--- config.mk ---
export PLATFORM = sky130hd
export DESIGN_NAME = morse_symbol_timer
export DESIGN_NICKNAME = d
export VERILOG_FILES = /design/src/rtl/morse_pkg.sv /design/src/rtl/morse_debounce.sv /design/src/rtl/morse_symbol_timer.sv
export SDC_FILE = /design/constraint.sdc
export NUM_CORES = 1
export LEC_CHECK = 0
export BUFFER_PORTS_ARGS = -buffer_cell sky130_fd_sc_hd__clkbuf_2
export CAP_MARGIN = 20
export CORE_AREA = 2 2 56 58
export CTS_CLUSTER_DIAMETER = 150
export DETAILED_ROUTE_END_ITERATION = 8
export DIE_AREA = 0 0 58 60
export GPL_TIMING_DRIVEN = 0
export PLACE_DENSITY = 0.52
export SYNTH_ARGS = -nofsm -noshare
export SYNTH_HDL_FRONTEND = slang
export SYNTH_SLANG_ARGS = --single-unit
--- constraint.sdc ---
create_clock -name clk -period 2.45 [get_ports clk]
set_input_delay 0.245 -clock clk [delete_from_list [all_inputs] [get_ports clk]]
set_output_delay 0.245 -clock clk [all_outputs]
set_load 0.02 [all_outputs]
--- src/rtl/morse_pkg.sv ---
// Shared Morse definitions: timer FSM states, symbol encoding used by the decoder, letter length cap.
package morse_pkg;

   typedef enum logic [2:0] {
      ARM   = 3'd0,
      IDLE  = 3'd1,
      PRESS = 3'd2,
      GAP   = 3'd3,
      WGAP  = 3'd4
   } state_t;

   localparam logic SYM_DOT  = 1'b1;
   localparam logic SYM_DASH = 1'b0;

   localparam logic [2:0] LEN_MAX = 3'd7;

   function automatic logic [2:0] len_inc(input logic [2:0] len);
      return (len == LEN_MAX) ? LEN_MAX : len + 3'd1;
   endfunction

endpackage

--- src/rtl/morse_debounce.sv ---
// Key synchronizer plus stability filter; output follows the raw key after DEB_LEN stable cycles.
// Latency 2+DEB_LEN cycles; pulses shorter than DEB_LEN are dropped; no backpressure.
module morse_debounce #(
   parameter int DEB_LEN = 4
) (
   input  logic clk,
   input  logic reset,
   input  logic key_raw,
   output logic key_filt
);

   localparam int DW = (DEB_LEN > 1) ? $clog2(DEB_LEN) : 1;
   localparam logic [DW-1:0] STABLE_LAST = DW'(DEB_LEN - 1);

   logic          sync1;
   logic          sync2;
   logic [DW-1:0] stab;

   always_ff @(posedge clk) begin
      sync1 <= key_raw;
      sync2 <= sync1;
      // Under reset the filter tracks the synchronized key, so a key held through reset stays seen as held.
      if (!reset) begin
         stab     <= '0;
         key_filt <= sync2;
      end else if (sync2 == key_filt) begin
         stab <= '0;
      end else if (stab == STABLE_LAST) begin
         key_filt <= sync2;
         stab     <= '0;
      end else begin
         stab <= stab + 1'b1;
      end
   end

endmodule

--- src/rtl/morse_symbol_timer.sv ---
// Morse key timer: classifies presses as dot/dash, strobes letter and word ends; optional MORSE_DEBOUNCE_EN filter.
// Latency: release seen on sym_valid two edges later (plus 2+DEB_LEN with the filter); no backpressure.
module morse_symbol_timer
   import morse_pkg::*;
#(
   parameter int CNT_W      = 8,
   parameter int DASH_MIN   = 6,
   parameter int LETTER_GAP = 12,
   parameter int WORD_GAP   = 28,
   parameter int DEB_LEN    = 4
) (
   input  logic       clk,
   input  logic       reset,
   input  logic       key,
   output logic       sym_valid,
   output logic       sym_bit,
   output logic       letter_end,
   output logic [2:0] letter_len,
   output logic       word_end
);

   localparam logic [CNT_W-1:0] CNT_MAX  = '1;
   localparam logic [CNT_W-1:0] CNT_ONE  = CNT_W'(1);
   localparam logic [CNT_W-1:0] DASH_T   = CNT_W'(DASH_MIN);
   localparam logic [CNT_W-1:0] LETTER_T = CNT_W'(LETTER_GAP);
   localparam logic [CNT_W-1:0] WORD_T   = CNT_W'(WORD_GAP);

   logic key_src;

`ifdef MORSE_DEBOUNCE_EN
   morse_debounce #(
      .DEB_LEN (DEB_LEN)
   ) u_debounce (
      .clk      (clk),
      .reset    (reset),
      .key_raw  (key),
      .key_filt (key_src)
   );
`else
   assign key_src = key;
`endif

   // key_q is deliberately not reset: a key held through reset must keep ARM waiting for release.
   logic key_q;

   always_ff @(posedge clk) begin
      key_q <= key_src;
   end

   function automatic logic [CNT_W-1:0] cnt_inc(input logic [CNT_W-1:0] c);
      return (c == CNT_MAX) ? c : c + 1'b1;
   endfunction

   state_t           state, state_n;
   logic [CNT_W-1:0] cnt, cnt_n;
   logic [2:0]       len, len_n;
   logic             sym_valid_n;
   logic             sym_bit_n;
   logic             letter_end_n;
   logic [2:0]       letter_len_n;
   logic             word_end_n;

   always_ff @(posedge clk) begin
      if (!reset) begin
         state      <= ARM;
         cnt        <= '0;
         len        <= '0;
         sym_valid  <= 1'b0;
         sym_bit    <= 1'b0;
         letter_end <= 1'b0;
         letter_len <= '0;
         word_end   <= 1'b0;
      end else begin
         state      <= state_n;
         cnt        <= cnt_n;
         len        <= len_n;
         sym_valid  <= sym_valid_n;
         sym_bit    <= sym_bit_n;
         letter_end <= letter_end_n;
         letter_len <= letter_len_n;
         word_end   <= word_end_n;
      end
   end

   always_comb begin
      state_n      = state;
      cnt_n        = cnt;
      len_n        = len;
      sym_valid_n  = 1'b0;
      sym_bit_n    = 1'b0;
      letter_end_n = 1'b0;
      letter_len_n = '0;
      word_end_n   = 1'b0;

      case (state)
         ARM: begin
            cnt_n = '0;
            len_n = '0;
            if (!key_q) begin
               state_n = IDLE;
            end
         end

         IDLE: begin
            if (key_q) begin
               state_n = PRESS;
               cnt_n   = CNT_ONE;
               len_n   = '0;
            end
         end

         PRESS: begin
            if (key_q) begin
               cnt_n = cnt_inc(cnt);
            end else begin
               sym_valid_n = 1'b1;
               sym_bit_n   = (cnt < DASH_T) ? SYM_DOT : SYM_DASH;
               len_n       = len_inc(len);
               cnt_n       = CNT_ONE;
               state_n     = GAP;
            end
         end

         // A new press has priority over a gap timeout landing on the same edge.
         GAP: begin
            if (key_q) begin
               state_n = PRESS;
               cnt_n   = CNT_ONE;
            end else begin
               cnt_n = cnt_inc(cnt);
               if (cnt == LETTER_T) begin
                  letter_end_n = 1'b1;
                  letter_len_n = len;
                  state_n      = WGAP;
               end
            end
         end

         WGAP: begin
            if (key_q) begin
               state_n = PRESS;
               cnt_n   = CNT_ONE;
               len_n   = '0;
            end else begin
               cnt_n = cnt_inc(cnt);
               if (cnt == WORD_T) begin
                  word_end_n = 1'b1;
                  state_n    = IDLE;
               end
            end
         end

         default: begin
            state_n = ARM;
         end
      endcase
   end

endmodule

Word level (Yosys, flattened, before mapping)

Cells that the tools add are included.

Reduce and logical (&&, ||, !) cells: 13
Muxes and demuxes: 21
Bitwise operators: 5
Add/sub/neg operators: 2
Order comparisons: 1
Equality and inequality tests: 14

Operator list:

| kind                                               | count |
|---|---|
| two-way mux 8 bit                                  | 4 |
| case mux 8 bit (4 select lines)                    | 1 |
| two-way mux 3 bit                                  | 10 |
| case mux 3 bit (5 select lines)                    | 1 |
| case mux 3 bit (3 select lines)                    | 1 |
| OR reduction 3 bit                                 | 3 |
| adder 8 x 1 -> 8 bit, second input constant        | 1 |
| == test 8 x 4 -> 1 bit, second input constant      | 1 |
| == test 8 x 5 -> 1 bit, second input constant      | 1 |
| == test 8 bit, second input constant               | 1 |
| < comparator 8 x 3 -> 1 bit, second input constant | 1 |
| == test 3 x 2 -> 1 bit, second input constant      | 2 |
| == test 3 bit, second input constant               | 2 |
| inequality test 2 bit, second input constant       | 3 |
| inequality test 3 bit, second input constant       | 2 |
| NOT 1 bit                                          | 5 |
| AND reduction 5 bit                                | 1 |
| two-way mux 1 bit                                  | 4 |
| AND reduction 2 bit                                | 2 |
| nonzero test 4 bit                                 | 1 |
| OR reduction 2 bit                                 | 2 |
| OR reduction 4 bit                                 | 1 |
| adder 3 x 1 -> 3 bit, second input constant        | 1 |
| == test 3 x 1 -> 1 bit, second input constant      | 1 |
| other kinds (4)                                    | 4 |

Output and inout bits: 7
Bits in registers: 22

Depth between registers and ports, before layout

Word-level depth: 4
Depth in mapped cells: 6
Gate-level depth less buffers: 6

Worst setup path after synthesis

OpenSTA, ideal clock, no wires.

Path type: register to register
Start: register state[1]
End: register cnt[3]
Required time: 2376 ps
Path slack: 830 ps
Arrival: 1546 ps
Library setup time: 74 ps
Cell stages (with the launch flop): 6
Cell sequence: dfxtp_1 > buf_6 > or3b_4 > o22ai_2 > or4b_1 > a31oi_1

Longest elaborated chain between the ends: 4

RTL lines:

| element                                                        | line                     | source |
|---|---|---|
| start: declaration                                             | morse_symbol_timer.sv:54 | `state_t state, state_n;` |
| start signal: assignment                                       | morse_symbol_timer.sv:74 | `state <= state_n;` |
| == test 3 bit / == test 3 x 2 -> 1 bit (equally long branches) | morse_symbol_timer.sv:95 | `case (state)` |
| OR reduction 2 bit (no line)                                   | --                       |  |
| nonzero test 4 bit (no line)                                   | --                       |  |
| AND reduction 2 bit (no line)                                  | --                       |  |
| end signal: assignment                                         | morse_symbol_timer.sv:75 | `cnt <= cnt_n;` |
| end: declaration                                               | morse_symbol_timer.sv:55 | `logic [CNT_W-1:0] cnt, cnt_n;` |

Parallel ways exist; a longest one is shown, timed or not.
A chain may end at the register's enable or synchronous reset.

Worst setup path after layout

Start: register cnt[5]
End: register letter_len[0]

Longest elaborated chain between the ends: 3

RTL lines:

| element                      | line                      | source |
|---|---|---|
| == test 8 x 4 -> 1 bit       | morse_symbol_timer.sv:131 | `if (cnt == LETTER_T) begin` |
| NOT 1 bit (no line)          | --                        |  |
| OR reduction 4 bit (no line) | --                        |  |
| end signal: assignment       | morse_symbol_timer.sv:80  | `letter_len <= letter_len_n;` |
| end: declaration             | morse_symbol_timer.sv:18  | `output logic [2:0] letter_len,` |

No other way between the ends.

==> impl_metrics.json <==
{
  "status": "complete, no violations",
  "fin_util_pct": 42.93,
  "cts_htree_levels": 1,
  "fmax_ghz": 0.5505,
  "antenna_found_initial": 0,
  "synth_top_area_cell": "dfxtp_1",
  "drv_cap": 0,
  "tns_ns": 0,
  "antennaDiodeCount": 0,
  "ys_ff_latch": 22,
  "post_cts_resized": 0,
  "core_um2": 2903,
  "finalCriticalPeriod_ns": 1.817,
  "peakVddDrop_v": 0.0002187,
  "crit_fanout": 8,
  "slew_headroom_pct": 64.23,
  "hold_violations": 0,
  "p_int_w": 0.0004722,
  "post_cts_buffers": 0,
  "rows": 20,
  "synthDistinctLibCells": 38,
  "ant_nets": 0,
  "vias": 1034,
  "viasPerCell": 5.620,
  "timing.critical_path.slowest_stage_cell": "nor3_1",
  "post-dp-hpwl_um": 1757,
  "clockBufferDepth": 2,
  "combPwrFrac_pct": 8.1,
  "path_clk_slew_ns": 0.13,
  "critPathArrivalTime_ns": 2.09,
  "slew_violations": 0,
  "gp_congestion": 0.8534,
  "power_w": 0.0006334,
  "die_x_um": 58,
  "period_share_pct": 74.15,
  "min_path_type": "in2reg",
  "synthesis.area_um2": 1114,
  "seq_area_frac_synth_pct": 39.55,
  "crit_required_ns": 2.73,
  "syn_avg_cell_area_um2": 8.128,
  "stdcell_area_um2": 1246,
  "die_area_um2": 3480,
  "root_buffer": "clkbuf_4",
  "yosysTopAreaCellShare_pct": 39.55,
  "placed_area_um2": 1200,
  "overflow": 0,
  "grt_pass1_wl_um": 4360,
  "synth_cells": 137,
  "die_y_um": 60,
  "swShare_pct": 25.45,
  "synth_flop_cell": "dfxtp_1",
  "ys.warnings.count": 0,
  "num_io_pins": 10,
  "post_drt_wl_per_cell_um": 13.59,
  "finalSetupViolCount": 0,
  "p_sw_w": 0.0001612,
  "drt_wl_total_um": 2500,
  "clkLatencyLatePin_ns": 0.32,
  "p_leak_nw": 0.4609,
  "grt_max_degree": 13,
  "synth_edf_count": 0,
  "drive_gt1_share_pct": 12.58,
  "timing_worst_setup_path_type": "reg2reg",
  "async_reset_ff_share_pct": 0,
  "start_kind": "flip-flop",
  "numPortBuffers": 9,
  "synth.area.top_cells": "dfxtp_1, a21oi_1, nand2_1",
  "cpPeakStageDelay_ns": 0.48,
  "drc": 0,
  "worstMarginPinSlew_ns": 0.5340,
  "initial_core_util_pct": 38.36,
  "syn_nets": 143,
  "drt_first_pass_iters": 5,
  "fin_nets": 158,
  "place_inst": 179,
  "drt_iter0_drc": 40,
  "cts-buffers-inserted": 3,
  "grt_pass1_vias": 950,
  "worstPathCellList": "clkbuf_1, nor3_1, and4b_1, nor3b_2, and2_1",
  "grtUsageTotal_pct": 16.33,
  "cts_tree": "done",
  "clock_power_share_pct": 33.8,
  "pwr_density_cell_nw_per_um2": 508.3,
  "rsz0062_at_grt": "false",
  "cts.sinks": 22,
  "worst_clock_skew_ns": 0.004997,
  "worst_setup_path_end_kind": "flip-flop",
  "area_delta_synth_final_pct": 11.91,
  "p_seq_share_pct": 58.0,
  "instances_no_fill": 184
}
==> path summary, 6_finish.rpt <==
check,from,cells past startpoint,endpoint,slack (ns)
setup reg to reg,cnt[5],5,letter_len[0],0.63
hold / removal,reset,3,state[2],0.23
setup / recovery,cnt[5],5,letter_len[0],0.63
hold reg to reg,len[1],2,len[1],0.48
==> registers in the layout, indices dropped and copies added, names as in the netlist <==
register / flops
sym_valid: 1
letter_end: 1
key_q: 1
len: 3
state: 3
cnt: 8
letter_len: 3
word_end: 1
sym_bit: 1
==> stage by stage <==
step,hold WS [ns],worst slack [ns]
final,0.2335,0.6334
after global routing,0.2698,0.4889
after CTS,0.009477,0.6566
after detailed placement,0.3489,0.7025
after global placement,0.3498,0.6919
after floorplan,0.2727,0.8298
==> cells in the mapped netlist (2+ instances only) <==
master / number
dfxtp_1: 22
nand2_1: 13
a21oi_1: 10
nor2_1: 9
nor3_1: 8
o21ai_0: 8
clkbuf_1: 7
inv_1: 7
nand3_1: 7
a31oi_1: 5
and2_1: 4
and3_1: 4
a211oi_1: 3
ha_1: 3
nand4_1: 2
o211ai_1: 2
or4_1: 2
==> what timing repair did <==
item                                   in CTS  in global routing
endpoints found under the hold margin       0                  1
setup endpoints to repair                   0                  0
hold buffers                                0                  1
==> final cells by class <==
type / count / area (um2)
Sequential cell: 22 / 440.4
Clock buffer: 4 / 36.28
Fill cell: 300 / 1657
Multi-Input combinational cell: 99 / 604.3
Timing Repair Buffer: 10 / 55.05
Tap cell: 33 / 41.29
Inverter: 7 / 26.28
Buffer: 9 / 42.54
==> power groups by stage <==
stage / logic [W] / registers [W] / clock network (W)
finish: 0.0000514 / 0.000368 / 0.000214
CTS: 0.0000499 / 0.000368 / 0.000217
global route: 0.0000575 / 0.000369 / 0.000231
floorplan: 0.0000368 / 0.000375 / 0
detailed placement: 0.0000495 / 0.000375 / 0
global placement: 0.0000493 / 0.000375 / 0
==> layer usage <==
metal	part of all wire (%)	global-route usage [%]
met5	0	0
met4	1.8	6.645
met3	4.6	3.247
met2	45	25.16
met1	49	22.35
==> placed cells by master, fill, tap and decap left out, drive strengths merged, types with 2 or more instances in the layout <==
cell type	count
buf	2
a31oi	5
dfxtp	22
o211ai	2
or4	2
nand3	7
inv	7
nor3	8
a21oi	10
ha	3
and2	4
o22ai	2
clkbuf	20
and3	4
nor2	9
nand2	13
nand4	2
a211oi	3
o21ai	8
==> cells by family after synthesis <==
group / share of synthesized area [%]
simple gates: 28.43
compound gates: 21.69
flops: 39.55
buf+inv: 6.180
fa+ha+maj: 3.371
xor+xnor: 0.7867
==> worst max-delay path: cells and delay by family (launching register included) <==
kind                   cells  cell delay [ns]
flip-flops                 1             0.33
AND/OR/NAND/NOR            4             1.27
buffers and inverters      1             0.17
Power figures use the tool's default switching activity.
